===== src/rtl/psum_buf_arbiter.sv =====
// ============================================================================
// Module   : psum_buf_arbiter
// Brief    : Single-port psum SRAM arbiter for the accumulator and drain paths,
//            with accumulator lock sequences, lock watchdog and read routing.
//            Define PSUM_ARB_FIXED_PRIO_EN for fixed acc-over-drn arbitration.
// Revision : 1.0 - initial release
// ============================================================================
`default_nettype none

module psum_buf_arbiter #(
    parameter int DATA_W   = 256,
    parameter int ADDR_W   = 10,
    parameter int LOCK_MAX = 15
) (
    input  logic              core_clk,
    input  logic              rst_n,
    input  logic              acc_req,
    input  logic              acc_we,
    input  logic [ADDR_W-1:0] acc_addr,
    input  logic [DATA_W-1:0] acc_wdata,
    input  logic              acc_lock,
    input  logic              drn_req,
    input  logic              drn_we,
    input  logic [ADDR_W-1:0] drn_addr,
    input  logic [DATA_W-1:0] drn_wdata,
    output logic              acc_gnt,
    output logic              drn_gnt,
    output logic              acc_rvalid,
    output logic              drn_rvalid,
    output logic [DATA_W-1:0] acc_rdata,
    output logic [DATA_W-1:0] drn_rdata,
    output logic              mem_en,
    output logic              mem_we,
    output logic [ADDR_W-1:0] mem_addr,
    output logic [DATA_W-1:0] mem_wdata,
    input  logic [DATA_W-1:0] mem_rdata,
    output logic              lock_timeout
);

    localparam int               CNT_W   = $clog2(LOCK_MAX + 1);
    localparam logic [CNT_W-1:0] CNT_MAX = CNT_W'(LOCK_MAX);

    localparam logic [0:0] S_IDLE       = 1'b0;
    localparam logic [0:0] S_ACC_LOCKED = 1'b1;

    logic [0:0]       state_q, state_d;
    logic [CNT_W-1:0] lock_cnt_q, lock_cnt_d;
    logic [CNT_W-1:0] lock_cnt_inc;
    logic             relock_blk_q, relock_blk_d;
    logic             timeout_q, timeout_d;
    logic             rd_acc_q, rd_drn_q;
    logic             acc_win, drn_win;

`ifndef PSUM_ARB_FIXED_PRIO_EN
    // 1 = drain won last, so the accumulator wins the first contention
    logic             rr_last_q, rr_last_d;
`endif

    always_comb begin
        acc_win = 1'b0;
        drn_win = 1'b0;
        if (state_q == S_ACC_LOCKED) begin
            acc_win = acc_req;
        end else if (acc_req && drn_req) begin
`ifdef PSUM_ARB_FIXED_PRIO_EN
            acc_win = 1'b1;
`else
            acc_win = rr_last_q;
            drn_win = ~rr_last_q;
`endif
        end else begin
            acc_win = acc_req;
            drn_win = drn_req;
        end
    end

    assign acc_gnt = acc_win;
    assign drn_gnt = drn_win;

    // Idle bus is forced to zero so requester-side X never reaches the SRAM
    always_comb begin
        mem_en    = 1'b0;
        mem_we    = 1'b0;
        mem_addr  = '0;
        mem_wdata = '0;
        if (acc_win) begin
            mem_en    = 1'b1;
            mem_we    = acc_we;
            mem_addr  = acc_addr;
            mem_wdata = acc_wdata;
        end else if (drn_win) begin
            mem_en    = 1'b1;
            mem_we    = drn_we;
            mem_addr  = drn_addr;
            mem_wdata = drn_wdata;
        end
    end

    always_comb begin
        state_d      = state_q;
        lock_cnt_d   = lock_cnt_q;
        relock_blk_d = relock_blk_q & acc_lock;
        timeout_d    = timeout_q;
        lock_cnt_inc = (lock_cnt_q == CNT_MAX) ? lock_cnt_q : lock_cnt_q + 1'b1;
        if (state_q == S_ACC_LOCKED) begin
            lock_cnt_d = lock_cnt_inc;
            if (!acc_lock) begin
                state_d = S_IDLE;
            end else if (lock_cnt_inc == CNT_MAX) begin
                state_d      = S_IDLE;
                timeout_d    = 1'b1;
                relock_blk_d = 1'b1;
            end
        end else if (acc_win && acc_lock && !relock_blk_q) begin
            state_d    = S_ACC_LOCKED;
            lock_cnt_d = '0;
        end
    end

`ifndef PSUM_ARB_FIXED_PRIO_EN
    always_comb begin
        rr_last_d = rr_last_q;
        if (acc_win) begin
            rr_last_d = 1'b0;
        end else if (drn_win) begin
            rr_last_d = 1'b1;
        end
    end

    always_ff @(posedge core_clk or negedge rst_n) begin
        if (!rst_n) begin
            rr_last_q <= 1'b1;
        end else begin
            rr_last_q <= rr_last_d;
        end
    end
`endif

    always_ff @(posedge core_clk or negedge rst_n) begin
        if (!rst_n) begin
            state_q      <= S_IDLE;
            lock_cnt_q   <= '0;
            relock_blk_q <= 1'b0;
            timeout_q    <= 1'b0;
            rd_acc_q     <= 1'b0;
            rd_drn_q     <= 1'b0;
        end else begin
            state_q      <= state_d;
            lock_cnt_q   <= lock_cnt_d;
            relock_blk_q <= relock_blk_d;
            timeout_q    <= timeout_d;
            rd_acc_q     <= acc_win & ~acc_we;
            rd_drn_q     <= drn_win & ~drn_we;
        end
    end

    assign acc_rvalid   = rd_acc_q;
    assign drn_rvalid   = rd_drn_q;
    assign acc_rdata    = mem_rdata;
    assign drn_rdata    = mem_rdata;
    assign lock_timeout = timeout_q;

endmodule

`default_nettype wire

===== config.mk =====
export PLATFORM = sky130hd
export DESIGN_NAME = psum_buf_arbiter
export DESIGN_NICKNAME = d
export VERILOG_FILES = /design/src/rtl/psum_buf_arbiter.sv
export SDC_FILE = /design/constraint.sdc
export NUM_CORES = 1
export LEC_CHECK = 0
export ABC_AREA = 1
export ABC_CLOCK_PERIOD_IN_PS = 2500
export BUFFER_PORTS_ARGS = -buffer_cell sky130_fd_sc_hd__buf_2
export CAP_MARGIN = 40
export CORE_AREA = 2 2 611 613
export DETAILED_ROUTE_END_ITERATION = 8
export DIE_AREA = 0 0 613 615
export PLACE_DENSITY_LB_ADDON = 0.2
export SYNTH_ARGS = -nofsm -noshare
export SYNTH_HDL_FRONTEND = slang
export SYNTH_SLANG_ARGS = --single-unit

===== constraint.sdc =====
create_clock -name core_clk -period 2.5 [get_ports core_clk]
set_input_delay 0.125 -clock core_clk [delete_from_list [all_inputs] [get_ports core_clk]]
set_output_delay 0.125 -clock core_clk [all_outputs]
set_load 0.005 [all_outputs]

# Yosys cells after proc, flatten, opt, wreduce, memory -nomap -nowiden
# Index checks and enable logic that the tools add are counted.
# classes
addsub	1
n_eq_ne	2
n_mux	24
bitwise	6
n_reduce_logical	7
# op_table
op	n
256-bit 2-to-1 mux	2
10-bit 2-to-1 mux	2
1-bit 2-to-1 mux	17
4-bit 2-to-1 mux	3
4-bit equality test, second input constant	2
4-bit by 1-bit adder with 4-bit output, second input constant	1
2-bit nonzero test	2
1-bit AND	3
1-bit logical AND	3
1-bit NOT	3
3-bit AND reduction	1
1-bit zero test	1
# totals
ff_bits	10
input_bits	795
output_inout_bits	785

# Logic depth before layout (Yosys ltp)
# Gate-level depths: netlist of the first run.
# depth
word_depth	7
ltp_mapped	8
mapped_depth_nobuf	8

# Worst setup path before layout of the first run
# OpenSTA, ideal clock, no wires.
# synth_timing
path_kind	register to output
start	register rr_last_q
end	output mem_wdata[221]
arrival_time_ns	1.293
slack_ns	1.082
path_stages_with_launch	7
cell_sequence	dfstp_2 > nand2_1 > nand2_2 > inv_2 > buf_2 > buf_4 > a22o_1
# synth_via
elab_chain_len	5
word_cells_on_any_way	7
# synth_lines
item	line	rtl
start: declaration	56	logic rr_last_q, rr_last_d;
start signal: assignment	134	rr_last_q <= rr_last_d;
1-bit NOT	69	drn_win = ~rr_last_q;
1-bit 2-to-1 mux	64	end else if (acc_req && drn_req) begin
1-bit 2-to-1 mux	62	if (state_q == S_ACC_LOCKED) begin
256-bit 2-to-1 mux	91	end else if (drn_win) begin
256-bit 2-to-1 mux *	86	if (acc_win) begin
end: declaration	35	output logic [DATA_W-1:0] mem_wdata,
# Every way passes the cells marked *; elsewhere a longest branch is shown, timed or not.

# Worst setup path after layout of the first run
# layout_timing
start	register rr_last_q
end	output mem_wdata[93]
# The elaborated chain is that of the path after synthesis.

==> summary.md, run 1 <==
| Metric | Value |
|---|---|
| Status | `finished clean` |
| Leakage | `0.00521 uW` |
| Final period util | `91.6%` |
| Die X | `613 um` |
| RSZ-0062 raised after global routing | `false` |
| WL final | `261000 um` |
| Worst Path Arrival | `2.16 ns` |
| Syn avg cell area | `7.94 sq um` |
| Clock share of power | `3.9%` |
| Post-CTS Setup Inserts | `0` |
| I/O Pins | `1580` |
| Worst-Skew Late Latency | `0.24 ns` |
| Seq pwr share | `3.3%` |
| Min setup slack post-route | `0.211 ns` |
| DR pass1 iterations | `5` |
| Final HPWL DP | `250000 um` |
| Sum of negative setup slack | `0 ns` |
| Clock Sinks | `10` |
| Row count | `224` |
| Initial Utilization | `1.92%` |
| Net count, final | `1958` |
| Core ar. | `371000 sq um` |
| Max Buffers Root-to-Sink | `2` |
| CP cell instances | `nand2_1 -> nand2_2 -> nand2_2 -> inv_8 -> buf_12 -> buf_12 -> a22o_1 -> buf_2` |
| CP max FO | `40` |
| Power Density | `554 nW/um^2` |
| Worst EP required | `2.38 ns` |
| Total Die Area | `377000 sq um` |
| Filler Cells Inserted | `44300` |
| Pin count of the biggest net entering global routing | `72` |
| Final Hold Fails | `0` |
| Type of the worst setup path | `flip-flop to output pin` |
| Area Growth Syn to Fin | `107%` |
| Synth top area cells | `buf_4 55%, a22o_1 33%, buf_6 3.6%` |
| CTS tree | `yes` |
| Sequential-to-total area share from yosys stat | `3.53%` |
| Root buf cell | `clkbuf_16` |
| Initial drt markers | `711` |
| Maxcap violations | `0` |
| Startpoint Class | `flip-flop` |
| Net switching fraction of the power | `60.3%` |
| Max Fclk | `437 MHz` |
| Antenna violations before repair | `341` |
| Place WS | `0.332 ns` |
| Hold_ws | `0.0650 ns` |
| Share of cells above drive strength 1 | `72.2%` |
| Total track usage | `13.3%` |
| Final Setup Violations | `0` |
| Rel. slew slack | `67.5%` |
| Overflow after GRT | `0` |
| NetSw | `4940 uW` |
| Tightest Pin Transition | `0.488 ns` |
| Layout Utilization | `3.99%` |
| Residual DRC | `0` |
| WP buf/inv | `4` |
| RePlAce Congestion | `1.15` |
| Setup crit end kind | `output pin` |
| Vias in the first global route | `9135` |
| Logic gate share of total power | `92.8%` |
| Syn nets | `1694` |
| Crit path time final | `2.29 ns` |
| Share of the synthesized area in the top cell type | `55.1%` |
| Antenna-violating nets left | `0` |
| Yosys cell types | `21` |
| Clk_skew | `0.00228 ns` |
| Slew Limit Fails | `0` |
| Power Internal | `3250 uW` |
| Gate Count Post-Synth | `898` |
| Via count | `10400` |
| Reg clk slew, reported paths | `0.04 ns` |
| Worst min path class | `primary input to flip-flop` |
| Post-DR wirelength/cell | `41.9 um` |
| Netlist Area Pre-Place | `7130 sq um` |
| Critical-path top delay cell | `dfstp_2` |
| Cts bufs inserted | `3` |
| Area leader, netlist | `buf_4` |
| Worst path max stage delay | `0.52 ns` |
| First-pass GRT wire length | `280000 um` |
| CP delay by family, top | `buffers and inverters` |
| Yosys warning count | `0` |
| Via/cell ratio | `1.67` |
| Port Buffers | `811` |
| Flops & latches, synth | `10` |
| H-tree levels | `1` |
| Peak supply drop | `0.250 mV` |
| Die height | `615 um` |
-- synth_stat cells --
cell type	number
a22o_1	266
o22ai_1	3
dfrtp_1	9
buf_2	20
o21bai_1	1
dfstp_2	1
nor2_1	8
o21a_1	1
inv_2	2
buf_6	23
buf_4	523
a21oi_1	3
clkbuf_4	2
ha_1	1
nand3_1	4
inv_1	8
clkbuf_1	2
nand2_1	15
nor2_2	1
o21ai_0	3
nand2_2	2
-- layer usage --
metal / up-vias / global-route usage (%) / share of wire (%)
li1: 3307 / - / -
met3: 727 / 15.2 / 25
met1: 4286 / 10.5 / 28
met2: 1956 / 20.3 / 42
met4: 116 / 5.04 / 5.1
met5: - / 0.562 / 0.38
-- layout make-up --
class                      instances  area, sq um  share of cell area, %
tap                             4972         6220                   42.1
clock buffer                       4         88.8                  0.601
multi-input combinational        308         2530                   17.1
timing repair buffer             829         5420                   36.6
sequential                        10          251                   1.70
antenna                           89          223                   1.51
inverter                          10         52.6                  0.355
-- cells in the final DEF (no fill, tap or decap) --
master and count:
buf_2 740, a22o_1 266, diode_2 89, buf_12 83, nand2_1 15, dfrtp_1 9, inv_1 8, nor2_1 8
nand3_1 4, buf_4 4, o21ai_0 3, a21oi_1 3, o22ai_1 3, clkbuf_16 3, nand2_2 2, inv_8 2
nor2_2 1, o21a_1 1, o21bai_1 1, ha_1 1, clkbuf_8 1, dlygate4sd3_1 1, buf_6 1, dfstp_2 1
-- timing repair --
item                                    4_1_cts  5_1_grt
resized for setup                             0        1
endpoints found under the setup margin        0       17
hold endpoints to repair                      9        0
hold buffers                                  1        0
-- sequential cells by signal (all words and copies together), names as in the netlist --
signal,flops
drn_rvalid,1
lock_timeout,1
relock_blk_q,1
state_q,1
rr_last_q,1
lock_cnt_q,4
acc_rvalid,1
-- cell families (layout without fill, tap and decap cells) --
group / after synthesis / in the layout / share of synthesized area (%)
fa+ha+maj: 1 / 1 / 0.176
buf+inv: 580 / 843 / 61.0
flops: 10 / 10 / 3.53
compound gates: 277 / 277 / 33.6
other cells: 0 / 89 / 0
simple gates: 30 / 30 / 1.76
-- power groups by stage --
stage | Combinational (uW) | Clock, uW | Sequential, uW
6_report | 7600 | 320 | 271
4_1_cts | 8090 | 331 | 269
3_5_place_dp | 8050 | 0 | 270
3_3_place_gp | 8060 | 0 | 269
5_1_grt | 8370 | 343 | 278
2_1_floorplan | 2690 | 0 | 263
-- metrics by stage --
stage               power (uW)  std cells  cell area [sq um]
floorplan                 2950        898               7130
global placement          8330       6128              14500
detailed placement        8320       6128              14500
CTS                       8690       6133              14600
global route              8990       6194              14700
finish                    8190       6222              14800
-- final timing paths --
kind	startpoint	endpoint	slack, ns	cells after the start
max in group asynchronous	rst_n	rr_last_q	1.79	2
hold reg to reg	lock_timeout	lock_timeout	0.49	1
setup reg to reg	lock_cnt_q[0]	lock_timeout	1.09	7
setup / recovery	rr_last_q	mem_wdata[93]	0.21	8
hold / removal	drn_we	drn_rvalid	0.07	2
min in group asynchronous	rst_n	acc_rvalid	0.44	2
(Power assumes the default switching activity.)
==> inputs of run 2 (changes only) <==
--- a/config.mk
+++ b/config.mk
@@ -9,9 +9,11 @@
 export ABC_CLOCK_PERIOD_IN_PS = 2500
 export BUFFER_PORTS_ARGS = -buffer_cell sky130_fd_sc_hd__buf_2
 export CAP_MARGIN = 40
-export CORE_AREA = 2 2 611 613
+export CELL_PAD_IN_SITES_DETAIL_PLACEMENT = 0
+export CELL_PAD_IN_SITES_GLOBAL_PLACEMENT = 1
+export CORE_AREA = 2 2 620 622
 export DETAILED_ROUTE_END_ITERATION = 8
-export DIE_AREA = 0 0 613 615
+export DIE_AREA = 0 0 622 624
 export PLACE_DENSITY_LB_ADDON = 0.2
 export SYNTH_ARGS = -nofsm -noshare
 export SYNTH_HDL_FRONTEND = slang
==> run 2 against run 1 <==
Effect of this change: setup slack worse by 0.12 ns; combinational power rose by 9.1%; design area up 3.6%; non-clock buffer count grew 3; hold slack improved by 0.028 ns; first-iteration DRC count down 16%; final cell count increased by 0.39%; global-route usage shrank 1.0 points; clock power rose by 1%; critical path depth decreased by 1; total power rose by 8.7%; sequential share of layout area down 0.059 points.
==> summary.md, run 2 (same netlist as run 1, synthesis figures left out) <==
| Metric | Value |
|---|---|
| RSZ-0062 raised after global routing | `false` |
| Residual DRC | `0` |
| Overflow after GRT | `0` |
| Maxcap violations | `0` |
| RePlAce Congestion | `0.989` |
| Filler Cells Inserted | `45400` |
| CTS tree | `yes` |
| Worst R2R Path Depth | `6` |
| Rel. slew slack | `75.5%` |
| Final period util | `96.4%` |
| Initial drt markers | `600` |
| Slew Limit Fails | `0` |
| Commonest non-fill, non-tap cell in the layout | `buf_2` |
| Final HPWL DP | `233000 um` |
| H-tree levels | `1` |
| CP max FO | `32` |
| Max reg flops | `4` |
| CP cell instances | `nand2_2 -> nand2_8 -> nand2_8 -> inv_12 -> buf_16 -> a22o_1 -> buf_2` |
| Max Fclk | `415 MHz` |
| Hold Path Stages | `2` |
| Worst-Skew Late Latency | `0.24 ns` |
| Final Setup Violations | `0` |
| Net count, final | `1962` |
| Die height | `624 um` |
| Worst Path Arrival | `2.29 ns` |
| Die X | `622 um` |
| Core ar. | `381000 sq um` |
| Worst path max stage delay | `0.58 ns` |
| Clk_skew | `0.00193 ns` |
| WL final | `247000 um` |
| Top reg by flops | `lock_cnt_q` |
| Min setup slack post-route | `0.0890 ns` |
| Clock Sinks | `10` |
| Area Growth Syn to Fin | `115%` |
| Critical-path top delay cell | `dfstp_2` |
| Most frequent cells in the layout | `721 x buf_2, 241 x a22o_1, 98 x buf_12` |
| Total track usage | `12.2%` |
| Tightest Pin Transition | `0.368 ns` |
| Crit path time final | `2.41 ns` |
| Vias in the first global route | `9808` |
| Final Hold Fails | `0` |
| Via/cell ratio | `1.62` |
| Place WS | `-0.355 ns` |
| Startpoint Class | `flip-flop` |
| Worst min path class | `primary input to flip-flop` |
| Max Buffers Root-to-Sink | `2` |
| Root buf cell | `clkbuf_16` |
| Reg clk slew, reported paths | `0.04 ns` |
| Leakage | `0.00541 uW` |
| Power Density | `582 nW/um^2` |
| Most numerous cell on the critical path | `nand2_8` |
| Status | `finished clean` |
| Port Buffers | `811` |
| Initial Utilization | `1.87%` |
| Antenna-violating nets left | `0` |
| Setup crit end kind | `output pin` |
| Row count | `227` |
| Cts bufs inserted | `3` |
| Antenna violations before repair | `248` |
| Via count | `10100` |
| Post-DR wirelength/cell | `39.6 um` |
| I/O Pins | `1580` |
| Type of the worst setup path | `flip-flop to output pin` |
| First-pass GRT wire length | `271000 um` |
| Share of cells above drive strength 1 | `74.5%` |
| Total Die Area | `388000 sq um` |
| Peak supply drop | `0.196 mV` |
| Worst EP required | `2.38 ns` |
| Sum of negative setup slack | `0 ns` |
| DR pass1 iterations | `5` |
| Pin count of the biggest net entering global routing | `56` |
-- run 2: cell types whose count changed in the layout (fill, tap and decap cells not counted), moves of 5 or more --
| cell | change |
|---|---|
| a22o_1 | -25 |
| a22o_2 | +13 |
| a22o_4 | +12 |
| buf_12 | +15 |
| buf_16 | +5 |
| buf_2 | -19 |
| diode_2 | -46 |
-- run 2: repair_timing --
| action | 4_1_cts | 5_1_grt |
|---|---|---|
| resized for setup | 49 | 2 |
| cloned | 4 | 0 |
| hold buffers | 1 | 0 |
| setup buffers | 4 | 0 |
| hold endpoints to repair | 9 | 0 |
| setup endpoints to repair | 252 | 24 |
| pin swaps | 1 | 0 |
-- run 2: layer usage --
layer	wire length [um]	vias up	part of all wire (%)	global-route usage [%]
met4	10500	104	4.2	3.83
met5	1260	-	0.51	1.11
li1	-	3264	-	-
met2	107000	1842	43	19.1
met1	65100	4333	26	9.18
met3	63300	576	26	14.8
-- run 2: power by group --
part,leakage [uW],internal [uW],switching [uW],total [uW]
sequential,0.000125,227,66.5,294
clock,0.0000444,241,82.8,324
combinational,0.00524,3140,5150,8290
total,0.00541,3610,5300,8910
-- run 2: area by class of cell --
class / instances / area (sq um) / share of cell area [%]
Antenna cell: 43 / 108 / 0.703
Multi-Input combinational cell: 308 / 2690 / 17.6
Inverter: 10 / 62.6 / 0.409
Timing Repair Buffer: 832 / 5800 / 37.8
Sequential cell: 10 / 251 / 1.64
Clock buffer: 4 / 88.8 / 0.580
Tap cell: 5038 / 6300 / 41.2
Timing Repair inverter: 1 / 16.3 / 0.106
-- run 2: worst paths after layout --
| path | start | end | slack [ns] |
|---|---|---|---|
| min | drn_we | drn_rvalid | 0.09 |
| max in group asynchronous | rst_n | rr_last_q | 1.82 |
| min reg2reg | lock_timeout | lock_timeout | 0.53 |
| max | rr_last_q | mem_wdata[169] | 0.09 |
| min in group asynchronous | rst_n | drn_rvalid | 0.40 |
| max reg2reg | rr_last_q | state_q | 0.98 |
-- run 2: stage by stage --
| step | area, sq um | total power, uW | hold slack (ns) | utilization [%] | instances |
|---|---|---|---|---|---|
| finish | 15300 | 8910 | 0.0930 | 4.02 | 6246 |
| global route | 15200 | 9560 | 0.119 | 4.00 | 6216 |
| detailed placement | 14800 | 8540 | 0.0364 | 3.88 | 6190 |
| CTS | 15200 | 9280 | 0.112 | 3.99 | 6203 |
| floorplan | 7130 | 2950 | -0.171 | - | 898 |
| global placement | 14800 | 8680 | 0.0260 | 3.88 | 6190 |
-- run 2: worst max-delay path, delay by kind of cell (launching register included) --
kind,cells,cell delay [ns]
AO/OA/AOI/OAI,1,0.36
buffers and inverters,3,0.56
flip-flops,1,0.58
AND/OR/NAND/NOR,3,0.46
